**config.mk**
```make
export PLATFORM = sky130hd
export DESIGN_NAME = mem_access_ctrl
export DESIGN_NICKNAME = d
export VERILOG_FILES = /design/src/rtl/xm_mem_pkg.sv /design/src/rtl/xm_byte_lane.sv /design/src/rtl/mem_access_ctrl.sv
export SDC_FILE = /design/constraint.sdc
export NUM_CORES = 1
export LEC_CHECK = 0
export ABC_AREA = 1
export CORE_MARGIN = 2
export CORE_UTILIZATION = 30
export CTS_BUF_LIST = sky130_fd_sc_hd__clkbuf_4
export DETAILED_ROUTE_END_ITERATION = 16
export SYNTH_ARGS = -nofsm -noshare
export SYNTH_HDL_FRONTEND = slang
export SYNTH_SLANG_ARGS = --single-unit
```
**constraint.sdc**
```tcl
create_clock -name clk -period 1.7 [get_ports clk]
set_input_delay 0.255 -clock clk [delete_from_list [all_inputs] [get_ports clk]]
set_output_delay 0.255 -clock clk [all_outputs]
set_load 0.01 [all_outputs]
```
**src/rtl/xm_mem_pkg.sv**
```systemverilog
// Shared types for the X-Makina memory initiator: access FSM states and access sizes.
package xm_mem_pkg;

  localparam int unsigned BYTE = 8;

  typedef enum logic [1:0] {IDLE, ACCESS, WAIT, RESP} mac_state_t;

  typedef enum logic {ACC_WORD, ACC_BYTE} acc_size_t;

endpackage

```
**src/rtl/xm_byte_lane.sv**
```systemverilog
// Byte-lane steering for stores (replicated data + lane enables) and byte extraction for loads.
module xm_byte_lane
  import xm_mem_pkg::*;
#(
  parameter int unsigned WORD          = 16,
  parameter bit          BYTE_SIGN_EXT = 1'b0
) (
  input  acc_size_t              st_size,
  input  logic                   st_lane,
  input  logic [WORD-1:0]        st_wdata,
  output logic [WORD/BYTE-1:0]   st_wen,
  output logic [WORD-1:0]        st_data,
  input  acc_size_t              ld_size,
  input  logic                   ld_lane,
  input  logic [WORD-1:0]        ld_rdata,
  output logic [WORD-1:0]        ld_data
);

  localparam int unsigned Lanes = WORD / BYTE;

  logic [BYTE-1:0] ld_byte;
  logic            ld_ext;

  always_comb begin
    st_wen  = '1;
    st_data = st_wdata;
    if (st_size == ACC_BYTE) begin
      // Byte stores drive the byte on every lane; the enable picks the one that lands.
      st_data          = {Lanes{st_wdata[BYTE-1:0]}};
      st_wen           = '0;
      st_wen[st_lane]  = 1'b1;
    end
  end

  always_comb begin
    ld_byte = ld_lane ? ld_rdata[2*BYTE-1:BYTE] : ld_rdata[BYTE-1:0];
    ld_ext  = BYTE_SIGN_EXT & ld_byte[BYTE-1];
    ld_data = (ld_size == ACC_BYTE) ? {{(WORD-BYTE){ld_ext}}, ld_byte} : ld_rdata;
  end

endmodule

```
**src/rtl/mem_access_ctrl.sv**
```systemverilog
// Single-outstanding load/store initiator for the byte-addressable X-Makina memory.
module mem_access_ctrl
  import xm_mem_pkg::*;
#(
  parameter int unsigned WORD          = 16,
  parameter int unsigned ADDR_W        = 16,
  parameter int unsigned RD_LATENCY    = 1,
  parameter bit          BYTE_SIGN_EXT = 1'b0
) (
  input  logic                 clk,
  input  logic                 rst,
  input  logic                 req_valid,
  output logic                 req_ready,
  input  logic                 req_wr,
  input  logic                 req_byte,
  input  logic [ADDR_W-1:0]    req_addr,
  input  logic [WORD-1:0]      req_wdata,
  output logic                 rsp_valid,
  output logic [WORD-1:0]      rsp_rdata,
  output logic                 rsp_fault,
  output logic                 mem_rd,
  output logic [WORD/BYTE-1:0] mem_wr,
  output logic [ADDR_W-2:0]    mem_addr,
  output logic [WORD-1:0]      mem_wr_data,
  input  logic [WORD-1:0]      mem_rd_data
);

  localparam int unsigned CntW = $clog2(RD_LATENCY + 1);

  mac_state_t          state_q;
  logic [CntW-1:0]     cnt_q;
  acc_size_t           size_q;
  logic                lane_q;
  logic                wr_q;

  acc_size_t           req_size;
  logic                req_fault;
  logic [WORD/BYTE-1:0] st_wen;
  logic [WORD-1:0]     st_data;
  logic [WORD-1:0]     ld_data;

  assign req_size  = req_byte ? ACC_BYTE : ACC_WORD;
  assign req_fault = (req_size == ACC_WORD) && req_addr[0];

  xm_byte_lane #(
    .WORD          (WORD),
    .BYTE_SIGN_EXT (BYTE_SIGN_EXT)
  ) u_byte_lane (
    .st_size  (req_size),
    .st_lane  (req_addr[0]),
    .st_wdata (req_wdata),
    .st_wen   (st_wen),
    .st_data  (st_data),
    .ld_size  (size_q),
    .ld_lane  (lane_q),
    .ld_rdata (mem_rd_data),
    .ld_data  (ld_data)
  );

  always_ff @(posedge clk) begin
    if (rst) begin
      state_q     <= IDLE;
      cnt_q       <= '0;
      size_q      <= ACC_WORD;
      lane_q      <= 1'b0;
      wr_q        <= 1'b0;
      req_ready   <= 1'b1;
      rsp_valid   <= 1'b0;
      rsp_fault   <= 1'b0;
      rsp_rdata   <= '0;
      mem_rd      <= 1'b0;
      mem_wr      <= '0;
      mem_addr    <= '0;
      mem_wr_data <= '0;
    end else begin
      unique case (state_q)
        IDLE: begin
          if (req_valid && req_ready) begin
            req_ready <= 1'b0;
            size_q    <= req_size;
            lane_q    <= req_addr[0];
            wr_q      <= req_wr;
            if (req_fault) begin
              // Misaligned word: answer immediately, memory is never touched.
              rsp_valid <= 1'b1;
              rsp_fault <= 1'b1;
              state_q   <= RESP;
            end else begin
              mem_addr <= req_addr[ADDR_W-1:1];
              if (req_wr) begin
                mem_wr      <= st_wen;
                mem_wr_data <= st_data;
              end else begin
                mem_rd <= 1'b1;
              end
              state_q <= ACCESS;
            end
          end
        end
        ACCESS: begin
          mem_rd <= 1'b0;
          mem_wr <= '0;
          if (wr_q) begin
            rsp_valid <= 1'b1;
            state_q   <= RESP;
          end else begin
            cnt_q   <= CntW'(RD_LATENCY);
            state_q <= WAIT;
          end
        end
        WAIT: begin
          if (cnt_q == CntW'(1)) begin
            rsp_rdata <= ld_data;
            rsp_valid <= 1'b1;
            state_q   <= RESP;
          end else begin
            cnt_q <= cnt_q - CntW'(1);
          end
        end
        RESP: begin
          rsp_valid <= 1'b0;
          rsp_fault <= 1'b0;
          req_ready <= 1'b1;
          state_q   <= IDLE;
        end
        default: state_q <= IDLE;
      endcase
    end
  end

endmodule

```
After elaboration in Yosys (flattened, before gate mapping)
Index checks and enable logic that the tools add are counted.

Input port bits: 53. Output and inout port bits: 53. Flip-flop bits (word level): 59.

Mux-type cells: 31. Bitwise logic cells: 2. Reductions and logical operators: 18. Eq/ne operators: 11. Add/sub/neg operators: 1. $lt $le $gt $ge: 2.

Operators with widths (number): $mux W16 (2); $ne A2 B2 Y1 const B (8); $reduce_and A4 Y1 (4); $mux W2 (7); $mux W1 (13); $reduce_and A2 Y1 (5); $mux W8 (1); $pmux W1 S2 (4); $pmux W2 S4 (1); $reduce_and A3 Y1 (2); $reduce_bool A2 Y1 (3); $eq A2 B2 Y1 const B (2); $pmux W1 S4 (1); $pmux W2 S2 (1); $logic_and A1 B1 Y1 (3); $eq A2 B1 Y1 const B (1); $logic_not A2 Y1 (1); $lt A1 B2 Y1 const B (1); $not A1 Y1 (2); $demux W1 S1 (1); $ge A1 B1 Y1 const B (1); $sub A1 B1 Y1 const B (1).

Depth between registers and ports, before layout
Gate-level depths: netlist of the first run.

Depth after elaboration: 9. Mapped depth: 9. Gate-level depth less buffers: 9.

Hierarchy
Synthesis of the first run repeated with hierarchy kept, for this count alone.

Cell total of the unflattened synthesis: 420. Area, all modules: 2996.6 um^2.

Modules (own cells, without submodules): mem_access_ctrl (cells an instance 339, area an instance 2591.2 um^2, times used 1); xm_byte_lane (cells an instance 81, area an instance 405.4 um^2, times used 1).

Worst setup path after synthesis of the first run
No wires, ideal clock.

Path type: reg-to-reg. Start: register state_q[0]. End: register mem_wr_data[5]. Cell stages (with the launch flop): 9. Clock period less this slack: 1.480 ns. Data required time: 1.584 ns. Setup slack: 0.220 ns. Data arrival time: 1.364 ns. Buffers on the path: 1. Cells stage by stage: dfxtp_1 -> inv_1 -> ha_1 -> inv_2 -> nor2_8 -> nand3_4 -> buf_6 -> o21ai_0 -> nor2_1.

Cells in the longest elaborated chain, start to end: 2.

RTL lines: start: declaration (RTL line mem_access_ctrl.sv:30) `mac_state_t state_q;`; start signal: assignment (RTL line mem_access_ctrl.sv:62) `state_q <= IDLE;`; start signal: assignment (RTL line mem_access_ctrl.sv:87) `state_q <= RESP;`; start signal: assignment (RTL line mem_access_ctrl.sv:96) `state_q <= ACCESS;`; $logic_not A2 Y1 (RTL line mem_access_ctrl.sv:76) `unique case (state_q)`; $reduce_and A4 Y1 (no source line); end signal: assignment (RTL line mem_access_ctrl.sv:92) `mem_wr_data <= st_data;`; end: declaration (RTL line mem_access_ctrl.sv:24) `output logic [WORD-1:0] mem_wr_data,`.

Every way passes these cells. A chain may end at the register's enable or synchronous reset.

Worst setup path after layout of the first run
Start: register req_ready. End: output req_ready.

RTL lines: start: declaration (RTL line mem_access_ctrl.sv:13) `output logic req_ready,`; start signal: assignment (RTL line mem_access_ctrl.sv:67) `req_ready <= 1'b1;`; start signal: assignment (RTL line mem_access_ctrl.sv:79) `req_ready <= 1'b0;`; start signal: assignment (RTL line mem_access_ctrl.sv:123) `req_ready <= 1'b1;`.

No word-level cell between the ends.

==> flow_summary.json, run 1 <==
{
  "status": "finished clean",
  "irDropWorstVdd_mv": 0.528,
  "worstPathArrival_ns": 1.35,
  "timing.critical_path.buf_inv": 1,
  "cp.required_ns": 1.44,
  "synthAdderAreaFrac": 0.0333,
  "cts_hold_buf": 0,
  "min_period_ns": 1.60,
  "cts_max_level": 3,
  "port_buffers": 105,
  "grt_pass1_wl_um": 12300,
  "nets": 524,
  "drt_first_pass_iters": 4,
  "seqCellArea_um2": 1180,
  "dp_cells": 561,
  "final_antenna_net_count": 0,
  "postSynthNetCount": 411,
  "synthSimpleGateAreaFrac": 0.299,
  "cts_tree": "done",
  "final_core_util": 0.460,
  "total_power_w": 0.00456,
  "slew_violations": 0,
  "worst_slew_pin_slew_ns": 0.407,
  "dieArea_um2": 9520,
  "critPathMaxFanout": 3,
  "via_count": 2689,
  "cpMaxStageDelayCell": "clkdlybuf4s50_1",
  "hpwlAfterDp_um": 5490,
  "timing.final.crit_share": 0.944,
  "netlist_instances": 351,
  "synth_top_family_by_area": "simple AND/OR/NAND/NOR gates",
  "p_leak_nw": 1.62,
  "die_h_um": 97.6,
  "ys_seq_area_frac": 0.450,
  "drtIter0Drc": 131,
  "dpl-instance-area_um2": 3840,
  "initial_core_util": 0.306,
  "ys_seq_elements": 59,
  "stdcell_count": 575,
  "gp_congestion": 0.789,
  "clock_skew_ns": 0.0123,
  "syn_avg_cell_area_um2": 7.48,
  "io_pins": 106,
  "fp-row-count": 34,
  "netlist_area_um2": 2630,
  "worstSetupStartpointType": "register",
  "multi_input_area_um2": 1230,
  "grt_max_degree": 25,
  "cts.sinks": 59,
  "n_fill_cell": 886,
  "track_usage": 0.157,
  "crit_path_end_kind": "output pin",
  "synth_cell_types": 25,
  "fin_tns_setup_ns": 0,
  "slew_headroom": 0.728,
  "post-cts-setup-buffers": 0,
  "finalHoldViolCount": 0,
  "antenna_found_initial": 0,
  "layout-drive-gt1-share": 0.0792,
  "root_buffer": "clkbuf_4",
  "grt_remaining_overflow": 0,
  "wl_um": 7520,
  "max-cap-violations": 0,
  "setup_violations": 0,
  "hold_path.class": "in2reg",
  "r2r_slack_ns": 0.14,
  "clock_path_buffers": 2,
  "grt_setup_unrepaired": "yes",
  "muxShareOfSynthArea": 0.00381,
  "wire_per_inst_um": 13.1,
  "insertion_delay_ns": 0.39,
  "diodes": 0,
  "drc": 0,
  "syn2layout_area_growth_pct": 50.6,
  "max_freq_mhz": 623,
  "path_cells": "clkdlybuf4s50_1",
  "grt_pass1_vias": 2636,
  "cellPowerDensity_nw_per_um2": 1150,
  "numCtsBuffers": 9,
  "vias_per_cell": 4.68,
  "die_width_um": 97.6,
  "crit_type": "reg2out",
  "slowest_delay_ns": 0.57,
  "clk_pin_slew_ns": 0.10,
  "synth_xor_area_frac": 0,
  "yosys_warnings": 0,
  "fin_area_um2": 3960,
  "crit_family": "buffers and inverters",
  "ctsResizeCount": 0,
  "synth_compound_area_frac": 0.132,
  "core_region_area_um2": 8590
}
==> cell usage in the layout (no fill, tap or decap) <==
master and count:
inv_6 1, nor2_8 1, mux2i_1 1, nand3_1 32, inv_1 25, ha_1 6
nand2_1 81, o211ai_1 8, nor2_1 35, buf_4 15, clkbuf_4 9, ha_2 1
a21o_1 1, o21ai_1 8, bufinv_16 1, o21ai_0 14, nand2_2 1, buf_12 1
nand2_4 2, a21oi_1 34, clkdlybuf4s50_1 105, dfxtp_1 59, nand3_2 1, clkinv_1 3
clkinv_2 1, inv_2 2, nand4_1 18, nand3_4 1
==> final cells by class <==
| cell class | count | share of cell area |
|---|---|---|
| clock buffers | 9 | 0.0171 |
| clock inverters | 5 | 0.0117 |
| inverters | 28 | 0.0278 |
| multi-input cells | 245 | 0.312 |
| flip-flops and latches | 59 | 0.299 |
| well taps | 108 | 0.0342 |
| repair buffers | 121 | 0.299 |
==> final timing paths <==
check | startpoint | endpoint | depth (start not counted)
max | req_ready | req_ready | 1
min | req_addr[3] | mem_addr[2] | 3
max reg2reg | state_q[1] | mem_wr_data[15] | 8
min reg2reg | mem_addr[6] | mem_addr[6] | 2
==> through the flow <==
step / hold slack (ns) / setup slack, ns
detailed placement: 0.453 / 0.0624
global route: 0.442 / -0.0121
finish: 0.446 / 0.0953
floorplan: 0.401 / 0.220
CTS: 0.428 / 0.0682
global placement: 0.449 / 0.104
==> cells in the mapped netlist <==
master	count	area, um^2
nand4_1	18	113
dfxtp_1	59	1180
o211ai_1	8	60.1
mux2i_1	1	10.0
a21oi_1	34	170
nand3_4	1	17.5
nand2_2	1	6.26
o21ai_1	8	40.0
a21o_1	1	7.51
buf_2	8	40.0
inv_6	1	8.76
clkbuf_1	8	30.0
nand3_1	32	160
buf_6	1	11.3
buf_1	1	3.75
nor2_8	1	20.0
nand2_1	81	304
o21ai_0	14	70.1
buf_12	1	20.0
nand2_4	2	22.5
ha_1	7	87.6
inv_1	25	93.8
inv_2	2	7.51
nand3_2	1	10.0
nor2_1	35	131
==> per-layer routing <==
layer | vias to the layer above | wire, um | global-route usage
met4 | 0 | 32 | 0.0588
met2 | 69 | 3510 | 0.249
li1 | 1390 | - | -
met3 | 5 | 346 | 0.0324
met1 | 1225 | 3630 | 0.209
met5 | - | 0 | 0
==> cell families (layout without fill, tap and decap cells) <==
| kind of cell | Yosys count | after routing |
|---|---|---|
| buffers and inverters | 47 | 163 |
| AO/OA/AOI/OAI | 65 | 65 |
| adder cells (fa/ha/maj) | 7 | 7 |
| multiplexers | 1 | 1 |
| flip-flops | 59 | 59 |
| AND/OR/NAND/NOR | 172 | 172 |
==> power breakdown <==
part | internal [W] | leakage (nW) | switching (W)
Sequential | 0.00164 | 0.481 | 0.000180
Clock | 0.000417 | 0.0642 | 0.000493
Combinational | 0.000886 | 1.07 | 0.000950
Total | 0.00294 | 1.62 | 0.00162
==> sequential cells by signal (all words and copies together), names as in the netlist, 2 cells and up <==
name,flops
mem_addr,15
rsp_rdata,16
state_q,2
mem_wr,2
mem_wr_data,16
(Power assumes the default switching activity.)
==> run 2, diff against run 1 <==
- CAP_MARGIN: default -> 20
- CORE_UTILIZATION: 30 -> 48
- PLACE_DENSITY: default -> 0.88
- clock period: 1.7 -> 2 ns (I/O delays scaled with it)
==> flow_summary.json, run 2 (same netlist as run 1, synthesis figures left out) <==
{
  "vias_per_cell": 5.11,
  "slew_headroom": 0.560,
  "cellPowerDensity_nw_per_um2": 974,
  "timing.final.crit_share": 0.929,
  "max_freq_mhz": 538,
  "stdcell_count": 530,
  "drtIter0Drc": 160,
  "reg2reg_depth": 7,
  "setup_violations": 0,
  "drt_first_pass_iters": 5,
  "cts_tree": "done",
  "ctsResizeCount": 0,
  "worstPathArrival_ns": 2.14,
  "clock_path_buffers": 2,
  "worst_slew_pin_slew_ns": 0.659,
  "reg_top3": "mem_wr_data x16, rsp_rdata x16, mem_addr x15",
  "port_buffers": 105,
  "grt_pass1_vias": 2537,
  "slew_violations": 0,
  "cp-endpoint": "rsp_rdata[2]",
  "max-cap-violations": 0,
  "core_region_area_um2": 5200,
  "io_pins": 106,
  "diodes": 0,
  "drc": 0,
  "grt_setup_unrepaired": "yes",
  "regToRegStartpoint": "state_q[0]",
  "insertion_delay_ns": 0.40,
  "final_cell_mix": "clkdlybuf4s50_1 (105), nand2_1 (81), dfxtp_1 (59), nor2_1 (35), a21oi_1 (34)",
  "crit_path_end_kind": "register",
  "irDropWorstVdd_mv": 0.823,
  "layout-drive-gt1-share": 0.0652,
  "syn2layout_area_growth_pct": 45.5,
  "final_core_util": 0.734,
  "initial_core_util": 0.505,
  "hpwlAfterDp_um": 5170,
  "final_common_cell": "clkdlybuf4s50_1",
  "dieArea_um2": 6080,
  "final_antenna_net_count": 0,
  "min_period_ns": 1.86,
  "r2r_slack_ns": 0.14,
  "p_leak_nw": 1.58,
  "dp_cells": 514,
  "clock_skew_ns": 0.0111,
  "gp_congestion": 0.806,
  "cts_hold_buf": 0,
  "grt_max_degree": 29,
  "crit_type": "reg2reg",
  "crit_start": "state_q[0]",
  "fp-row-count": 26,
  "cts_max_level": 3,
  "fin_tns_setup_ns": 0,
  "cp.required_ns": 2.28,
  "cts.sinks": 59,
  "wire_per_inst_um": 13.4,
  "track_usage": 0.238,
  "via_count": 2710,
  "grt_pass1_wl_um": 11600,
  "root_buffer": "clkbuf_4",
  "status": "finished clean",
  "antenna_found_initial": 0,
  "hold_path.class": "reg2reg",
  "post-cts-setup-buffers": 0,
  "worstSetupStartpointType": "register",
  "grt_remaining_overflow": 0,
  "die_width_um": 78.0,
  "total_power_w": 0.00372,
  "numCtsBuffers": 9,
  "clk_pin_slew_ns": 0.09,
  "regToRegEndpoint": "rsp_rdata[2]",
  "critPathMaxFanout": 24,
  "wl_um": 7110,
  "finalHoldViolCount": 0,
  "nets": 515,
  "holdWs_ns": 0.468,
  "die_h_um": 78.0,
  "n_fill_cell": 422
}
run 2: final cells by class:
type / instances / area (um^2) / share of cell area
Clock buffer: 12 / 90.1 / 0.0236
Clock inverter: 4 / 17.5 / 0.00459
Inverter: 28 / 110 / 0.0288
Multi-Input combinational cell: 245 / 1230 / 0.322
Sequential cell: 59 / 1180 / 0.309
Tap cell: 70 / 87.6 / 0.0229
Timing Repair Buffer: 112 / 1100 / 0.289
run 2: through the flow:
stage               setup WS [ns]  instance area, um^2
finish                      0.143                 3820
global route              -0.0299                 3820
CTS                         0.166                 3820
detailed placement          0.158                 3710
global placement            0.247                 3710
floorplan                   0.520                 2630
run 2: worst min-delay path by stage:
stage	start	to	slack (ns)	cells past startpoint
5_1_grt	mem_addr[1]	mem_addr[1]	0.49	2
3_5_place_dp	mem_wr[0]	mem_wr[0]	0.46	2
4_1_cts	mem_wr[0]	mem_wr[0]	0.47	2
6_report	mem_wr[0]	mem_wr[0]	0.47	2
2_1_floorplan	req_wdata[7]	mem_wr_data[7]	0.45	2
3_3_place_gp	mem_addr[8]	mem_addr[8]	0.45	2
run 2: where the power goes:
group | leakage, nW | internal, W | switching (W) | total [W]
clock network | 0.0662 | 0.000286 | 0.000419 | 0.000706
registers | 0.481 | 0.00139 | 0.000169 | 0.00156
logic | 1.03 | 0.000683 | 0.000770 | 0.00145
run 2: metal layers:
| layer | global-route usage | up-vias | part of all wire |
|---|---|---|---|
| met4 | 0.0825 | 0 | 0.014 |
| li1 | - | 1375 | - |
| met5 | 0 | - | 0 |
| met3 | 0.0523 | 12 | 0.064 |
| met2 | 0.400 | 101 | 0.49 |
| met1 | 0.302 | 1222 | 0.43 |
run 2: worst max-delay path, stage by stage (launching register included):
cell	delay, ns
dfxtp_1	0.38
inv_1	0.18
ha_1	0.21
nand2_2	0.13
inv_1	0.52
nand3_1	0.15
o211ai_1	0.12
inv_1	0.07
==> run 3, diff against run 2 <==
- SKIP_CTS_REPAIR_TIMING: default -> 1
- SLEW_MARGIN: default -> 20
==> results of run 3 <==
Final layout, timing and power as in run 2 (identical DEF).
